$ cat src/rtl/noc_router_rr.sv
// Buffered NUM_PORTS x NUM_PORTS router: per-input FIFO, per-output round-robin arbiter and output register.
// Define ROUTER_STATS_EN to add flit_count_o / drop_count_o statistics counters.

module noc_rr_arb #(
  parameter int N  = 4,
  parameter int IW = 2
) (
  input  logic [N-1:0]  req_i,
  input  logic [IW-1:0] ptr_i,
  output logic          gnt_o,
  output logic [IW-1:0] idx_o
);
  logic [IW-1:0] cand;

  // First requester at or after ptr_i, wrapping at N (N need not be a power of 2).
  always_comb begin
    gnt_o = 1'b0;
    idx_o = '0;
    cand  = ptr_i;
    for (int k = 0; k < N; k++) begin
      if (!gnt_o && req_i[cand]) begin
        gnt_o = 1'b1;
        idx_o = cand;
      end
      cand = (cand == IW'(N-1)) ? '0 : cand + 1'b1;
    end
  end
endmodule

module noc_router_rr #(
  parameter int NUM_PORTS  = 4,
  parameter int DATA_W     = 8,
  parameter int PORT_W     = 2,
  parameter int FIFO_DEPTH = 4
) (
  input  logic                                clock_i,
  input  logic                                reset_ni,
  input  logic [NUM_PORTS*(PORT_W+DATA_W)-1:0] in_flit_i,
  input  logic [NUM_PORTS-1:0]                in_valid_i,
  output logic [NUM_PORTS-1:0]                in_ready_o,
  output logic [NUM_PORTS*(PORT_W+DATA_W)-1:0] out_flit_o,
  output logic [NUM_PORTS-1:0]                out_valid_o,
  input  logic [NUM_PORTS-1:0]                out_ready_i,
  input  logic [NUM_PORTS-1:0]                block_paths_i,
`ifdef ROUTER_STATS_EN
  output logic [NUM_PORTS*16-1:0]             flit_count_o,
  output logic [15:0]                         drop_count_o,
`endif
  output logic [NUM_PORTS-1:0]                fifo_full_o
);
  localparam int FLIT_W = PORT_W + DATA_W;
  localparam int AW     = $clog2(FIFO_DEPTH);
  localparam int IW     = $clog2(NUM_PORTS);

  typedef logic [FLIT_W-1:0] flit_t;

  flit_t [NUM_PORTS-1:0][FIFO_DEPTH-1:0]  mem_q;
  logic  [NUM_PORTS-1:0][AW:0]            wptr_q, rptr_q;
  flit_t [NUM_PORTS-1:0]                  head, out_flit_q, out_flit_d;
  logic  [NUM_PORTS-1:0]                  empty, full, push, pop, bad, can_load, gnt;
  logic  [NUM_PORTS-1:0]                  out_valid_q, out_valid_d;
  logic  [NUM_PORTS-1:0][NUM_PORTS-1:0]   req;
  logic  [NUM_PORTS-1:0][IW-1:0]          rr_ptr_q, rr_ptr_d, gnt_idx;

  // FIFO status and head decode; pointers carry an extra wrap bit to tell full from empty.
  always_comb begin
    for (int i = 0; i < NUM_PORTS; i++) begin
      empty[i]      = (wptr_q[i] == rptr_q[i]);
      full[i]       = (wptr_q[i][AW-1:0] == rptr_q[i][AW-1:0]) && (wptr_q[i][AW] != rptr_q[i][AW]);
      head[i]       = mem_q[i][rptr_q[i][AW-1:0]];
      bad[i]        = !empty[i] && (32'(head[i][FLIT_W-1 -: PORT_W]) >= 32'(NUM_PORTS));
      in_ready_o[i] = reset_ni && !full[i];
      push[i]       = in_valid_i[i] && in_ready_o[i];
    end
  end

  always_comb begin
    for (int o = 0; o < NUM_PORTS; o++) begin
      can_load[o] = !out_valid_q[o] || out_ready_i[o];
      for (int i = 0; i < NUM_PORTS; i++)
        req[o][i] = !empty[i] && !bad[i] && !block_paths_i[o] && can_load[o] &&
                    (head[i][FLIT_W-1 -: PORT_W] == PORT_W'(o));
    end
  end

  for (genvar o = 0; o < NUM_PORTS; o++) begin : g_arb
    noc_rr_arb #(.N(NUM_PORTS), .IW(IW)) u_arb (
      .req_i (req[o]),
      .ptr_i (rr_ptr_q[o]),
      .gnt_o (gnt[o]),
      .idx_o (gnt_idx[o])
    );
  end

  // Bad-destination heads are dropped; winners move into their output slot.
  always_comb begin
    pop         = bad;
    out_valid_d = out_valid_q;
    out_flit_d  = out_flit_q;
    rr_ptr_d    = rr_ptr_q;
    for (int o = 0; o < NUM_PORTS; o++) begin
      if (out_valid_q[o] && out_ready_i[o]) out_valid_d[o] = 1'b0;
      if (gnt[o]) begin
        pop[gnt_idx[o]] = 1'b1;
        out_valid_d[o]  = 1'b1;
        out_flit_d[o]   = head[gnt_idx[o]];
        rr_ptr_d[o]     = (gnt_idx[o] == IW'(NUM_PORTS-1)) ? '0 : gnt_idx[o] + 1'b1;
      end
    end
  end

  // Storage needs no reset: in_ready_o is low during reset so nothing is written.
  always_ff @(posedge clock_i) begin
    for (int i = 0; i < NUM_PORTS; i++)
      if (push[i]) mem_q[i][wptr_q[i][AW-1:0]] <= in_flit_i[i*FLIT_W +: FLIT_W];
  end

  always_ff @(posedge clock_i) begin
    if (!reset_ni) begin
      wptr_q      <= '0;
      rptr_q      <= '0;
      out_valid_q <= '0;
      out_flit_q  <= '0;
      rr_ptr_q    <= '0;
    end else begin
      for (int i = 0; i < NUM_PORTS; i++) begin
        if (push[i]) wptr_q[i] <= wptr_q[i] + 1'b1;
        if (pop[i])  rptr_q[i] <= rptr_q[i] + 1'b1;
      end
      out_valid_q <= out_valid_d;
      out_flit_q  <= out_flit_d;
      rr_ptr_q    <= rr_ptr_d;
    end
  end

  assign out_flit_o  = out_flit_q;
  assign out_valid_o = out_valid_q;
  assign fifo_full_o = full;

`ifdef ROUTER_STATS_EN
  logic [NUM_PORTS-1:0][15:0] flit_cnt_q;
  logic [15:0]                drop_cnt_q, drop_inc;

  always_comb begin
    drop_inc = '0;
    for (int i = 0; i < NUM_PORTS; i++) drop_inc = drop_inc + 16'(bad[i]);
  end

  always_ff @(posedge clock_i) begin
    if (!reset_ni) begin
      flit_cnt_q <= '0;
      drop_cnt_q <= '0;
    end else begin
      for (int o = 0; o < NUM_PORTS; o++)
        if (out_valid_q[o] && out_ready_i[o]) flit_cnt_q[o] <= flit_cnt_q[o] + 1'b1;
      drop_cnt_q <= drop_cnt_q + drop_inc;
    end
  end

  assign flit_count_o = flit_cnt_q;
  assign drop_count_o = drop_cnt_q;
`endif
endmodule

$ cat config.mk
export PLATFORM = sky130hd
export DESIGN_NAME = noc_router_rr
export DESIGN_NICKNAME = d
export VERILOG_FILES = /design/src/rtl/noc_router_rr.sv
export SDC_FILE = /design/constraint.sdc
export NUM_CORES = 1
export LEC_CHECK = 0
export ABC_CLOCK_PERIOD_IN_PS = 12660
export CAP_MARGIN = 10
export CORE_ASPECT_RATIO = 1.5
export CORE_MARGIN = 1.5
export CORE_UTILIZATION = 30
export DETAILED_ROUTE_END_ITERATION = 6
export RECOVER_POWER = 100
export SLEW_MARGIN = 0
export SYNTH_ARGS = -nofsm -noshare
export SYNTH_HDL_FRONTEND = slang
export SYNTH_SLANG_ARGS = --single-unit
$ cat constraint.sdc
create_clock -name clock_i -period 12.66 [get_ports clock_i]
set_input_delay 3.165 -clock clock_i [delete_from_list [all_inputs] [get_ports clock_i]]
set_output_delay 3.165 -clock clock_i [all_outputs]
set_load 0.01 [all_outputs]
==> run summary <==
status: finished, violations left
failing checks: design-rule violations, max-capacitance violations, max-slew violations
Area contributors post-synth: edfxtp_1 39%, dfxtp_1 12%, mux4_2 7.5%
Cell Area, Synth: 0.0123 mm^2
Least-Margin Pin Slew: 2.47 ns
vias per cell: 5.50
Yosys cell types: 78
CTS HTree Levels: 1
post-synthesis sequential area ratio: 0.516
Power Density: 209 mW/mm^2
Worst EP arrival: 5.58 ns
Worst EP required: 9.49 ns
Worst Path Max Fanout: 40
CP Launch Type: input port
post-synthesis xor/xnor area fraction: 0.0229
post-synth top area share: 0.392
Rows: 90
Initial Util: 0.304
Clock transition at path regs: 0.07 ns
setup repair bufs after CTS: 0
register bit total from synthesis: 236
peak supply drop: 0.0000827 V
clk buf depth: 3
Port-buffer cells: 105
Final Non-Filler Cells: 1,589
placed cell count: 1,546
Post-Route WL: 33.9 mm
Synth warnings: 0
DR DRC count: 16
Post-Route Setup TNS: 0 ns
fill count: 3,893
post-placement setup slack: 4.78 ns
post-synthesis adder-cell area fraction: 0.0408
count leader, synth: edfxtp_1
Final period util: 0.691
First DRT Iteration DRCs: 677
GRT Util Overall: 0.158
vias: 8,739
Setup CP Type: input port to output pin
multiplexer area fraction after synthesis: 0.143
initial antenna violation count: 0
Clock Sinks: 236
clock skew: 0.0344 ns
Final Hold Viols: 0
Die Area: 0.0421 mm^2
Max Cap Viol: 3
Hold-fix buffers, CTS: 0
hold crit path type: flop to flop
FMAX: 114 MHz
synthesized area per cell: 12.4 um^2
vias in the first global route: 8,567
Clock Tree Root: clkbuf_16
Finished Core Util: 0.361
post-synth net total: 1,081
global-route wire length before repair: 50.9 mm
synth-to-layout area growth: 18.7%
largest net degree at the start of global routing: 58
first-pass iteration count of the detailed router: 7
unrepaired setup endpoints after global routing: false
Syn Inst Count: 987
# IOs: 106
routed wire length per instance: 21.3 um
clock period minus worst slack: 8.75 ns
ys async rst share: 0
post-synth top area cell: edfxtp_1
placer congestion estimate: 0.905
EDFF count, synth: 160
Final WS setup: 3.91 ns
post-cts resize count: 0
Die Width: 168 um
Final setup viols: 0
Nets: 1,160
main combinational cell family by area after synthesis: multiplexers
total core area: 0.0403 mm^2
worst-skew pair later-pin latency: 0.54 ns
kind of end point of the critical path: output pin
CTS tree: done
compound-cell area share of the yosys netlist: 0.134
Leak: 5.23 nW
share of layout cells above drive strength 1: 0.141
Max Transition Viols Final: 111
hold_ws: 0.428 ns
Worst slew margin: -0.647
Synth top cells by count: 160 x edfxtp_1, 76 x dfxtp_1, 54 x nand2_1
number of diodes: 0
Die H: 251 um
post-DP HPWL: 24.5 mm
Num CTS Buffers: 23
remaining global-route overflow: 0
number of routed nets with antenna violations: 0
Synth Flop Type: edfxtp_1
post-synthesis simple-gate area fraction: 0.113
## cells by family (layout without fill, tap and decap cells)
kind of cell               Yosys count  after routing
and+or+nand+nor                    267            267
DFF                                236            236
AOI/OAI and AO/OA                  204            204
muxes                              118            118
buffers and inverters               90            186
adders and majority gates           40             40
xor gates and xnor gates            32             32
## path summary, 6_finish.rpt
check | slack (ns) | endpoint | depth (start not counted) | start
max | 3.91 | in_ready_o[2] | 3 | reset_ni
min | 0.43 | out_flit_o[19] | 2 | out_flit_o[19]
max reg2reg | 6.41 | rptr_q[1] | 12 | rptr_q[0]
min reg2reg | 0.43 | out_flit_o[19] | 2 | out_flit_o[19]
## report_power, final
part / internal [mW] / switching (mW) / total, mW
sequential: 0.913 / 0.110 / 1.02
combinational: 0.553 / 0.715 / 1.27
clock: 0.458 / 0.300 / 0.759
## critical path, cell delays in order
cell and delay, ns:
clkbuf_1 1.33, and2_0 0.38, dlygate4sd3_1 0.66
## cell usage in the layout, fill, tap and decap left out, types with 12 or more instances in the layout
master / Yosys / routed
edfxtp_1: 160 / 160
clkbuf_16: 0 / 23
dlygate4sd3_1: 0 / 94
mux2_2: 50 / 50
a222oi_1: 36 / 36
xor2_1: 12 / 12
nand2_1: 54 / 54
o22ai_1: 14 / 14
inv_1: 27 / 27
nor2b_1: 19 / 19
xnor2_1: 20 / 20
mux2i_1: 26 / 26
dfxtp_1: 76 / 76
nor3_1: 25 / 24
nand3_1: 26 / 26
o21ai_0: 15 / 16
and3_1: 28 / 28
a21oi_1: 18 / 18
ha_1: 40 / 40
nor4_1: 14 / 14
mux4_2: 41 / 41
nor2_1: 49 / 49
## flip-flops by register name (all words and copies together), names as in the netlist
name	flops
out_valid_o	4
mem_q	160
rptr_q	12
rr_ptr_q	8
out_flit_o	40
wptr_q	12
## cell type report
cell class	count	area [um^2]	share of cell area
clock buffer	28	594	0.0408
clock inverter	14	229	0.0157
inverter	28	105	0.00722
multi-input combinational	661	5550	0.381
sequential	236	6330	0.435
tap	506	633	0.0435
timing repair buffer	116	1120	0.0769
## per-layer routing
layer  track usage  routed length [um]
met2         0.286               17700
met3        0.0207                1490
met4        0.0811                1510
met1         0.181               13200
met5             0                   0
## stage by stage
stage | cell area (um^2) | total power [mW]
5_1_grt | 14600 | 3.21
4_1_cts | 14600 | 3.10
3_5_place_dp | 13800 | 2.33
2_1_floorplan | 12300 | 1.92
3_3_place_gp | 13800 | 2.32
6_report | 14600 | 3.05
Note: power is estimated with default switching activity, not from simulation.
==> variant: new RTL, same flow settings <==
The option `ROUTER_STATS_EN` is turned on by a define.
--- a/src/rtl/noc_router_rr.sv
+++ b/src/rtl/noc_router_rr.sv
@@ -1,4 +1,6 @@
 // Buffered NUM_PORTS x NUM_PORTS router: per-input FIFO, per-output round-robin arbiter and output register.
 // Define ROUTER_STATS_EN to add flit_count_o / drop_count_o statistics counters.
+
+`define ROUTER_STATS_EN
 
 module noc_rr_arb #(
New outputs: drop_count_o and flit_count_o. Check against the original RTL: not settled (the Yosys comparison gave no result); the edit may change what the design does.
==> variant against the unedited design <==
  * The flow finishes with violations (max-capacitance violations, max-slew violations)
  * Sequential share of layout area fell by 2.4 points
  * Fmax decreased by 6.9%
  * Area after synthesis is 26% higher
  * Largest power group is now sequential cells
  * Routed wire length rose by 29%
  * First-iteration DRC count is 4.0% lower
  * Worst setup slack worse by 0.65 ns
  * Power shrank 0.77%
  * Critical path depth unchanged
  * Final area grew 27%
  * Sequential power rose by 18%
  * Global-route usage increased by 0.49 points
  * Combinational power shrank 29%
  * Sequential cell count increased by 64
  * Largest cell class unchanged
==> variant: results (changes against the unedited design) <==
register area share after synthesis=0.493 (-0.0225); Via-to-Cell Ratio=5.14 (-6.6%); Slew Limit Fails=213 (+92%); failing checks=max-capacitance violations, max-slew violations; P_sw=1.03 mW (-8.5%); Compound-Gate Fraction of Synth Area=0.126 (-0.00798); share of cells above drive strength 1=0.0858 (-0.0555); HPWL Detailed=31.7 mm (+29%); Num CTS Buffers=31 (+35%); port buffer count=169 (+61%); Post-synth top cells=edfxtp_1, dfxtp_1, nand2_1; global-route wire length before repair=66.4 mm (+30%); multi-input logic area=7190 µm² (+29%); WL/cell=19.9 µm (-6.6%); ranking of synthesized cells by area=edfxtp_1, dfxtp_1, mux4_2, xnor2_1, ha_1; number of global-route vias before repair=11160 (+30%); max-cap viol count=5 (+2); mux cell area share after synthesis=0.0927 (-0.0506); status=complete, but fails checks; GPL Wtd Cong=0.877 (-3.1%); P_leak=6.99 nW (+34%); Max IR drop VDD=111 µV (+34%); XOR/XNOR Fraction of Synth Area=0.0528 (+0.0300); cell count after synthesis=1373 (+39%); Max FO, Critical Path=56 (+40%); Adder-Cell Fraction of Synth Area=0.0370 (-0.00381); placed cell area=17600 µm² (+28%)
-- variant: changes by cell type in the layout (fill, tap and decap cells not counted), moves of 29 or more --
cell	unedited run	this run
a222oi_1	36	0
and2_0	7	38
and2_1	6	39
dfxtp_1	76	140
dlygate4sd3_1	94	159
mux2_2	50	6
nand2_1	54	89
nand3_1	26	55
o21ai_0	16	64
xnor2_1	20	68
-- variant: cell type report --
| type | instances | share of cell area |
|---|---|---|
| Sequential cell | 300 | 0.410 |
| Multi-Input combinational cell | 948 | 0.387 |
| Timing Repair Buffer | 177 | 0.0937 |
| Tap cell | 669 | 0.0451 |
| Clock buffer | 39 | 0.0434 |
| Clock inverter | 18 | 0.0109 |
| Inverter | 45 | 0.00911 |
| Antenna cell | 1 | 0.000135 |
-- variant: kinds of logic (layout without fill, tap and decap cells) --
family | after synthesis | count (layout)
adder cells (fa/ha/maj) | 46 | 46
other | 1 | 17
AND/OR/NAND/NOR | 450 | 450
XOR/XNOR | 93 | 93
buffers and inverters | 140 | 279
multiplexers | 82 | 82
flip-flops | 300 | 300
AO/OA/AOI/OAI | 261 | 261
-- variant: worst paths after layout --
path                               start                          end  slack, ns  depth (start not counted)
max reg2reg       rptr_q[6]$_SDFFE_PN0P_       rptr_q[0]$_SDFFE_PN0P_       6.09                         12
min          out_flit_o[19]$_SDFFE_PN0N_  out_flit_o[19]$_SDFFE_PN0N_       0.45                          2
min reg2reg  out_flit_o[19]$_SDFFE_PN0N_  out_flit_o[19]$_SDFFE_PN0N_       0.45                          2
max                             reset_ni                in_ready_o[3]       3.26                          3
-- variant: critical path, cell delays in order --
cell	delay, ns
clkbuf_1	1.90
and2_0	0.44
dlygate4sd3_1	0.64
-- variant: power by group through the flow --
stage	clock (mW)	combinational, mW	sequential, mW
finish	0.920	0.902	1.20
global route	0.982	0.980	1.22
CTS	0.951	0.931	1.21
detailed placement	0	0.924	1.23
global placement	0	0.911	1.23
floorplan	0	0.613	1.18
-- variant: metal layers --
metal  global-route usage  share of wire  vias up
met3               0.0199          0.046       93
li1                     -              -     5342
met5                    0        0.00030        -
met1                0.182           0.39     5498
met2                0.299           0.52      353
met4               0.0880          0.052        2
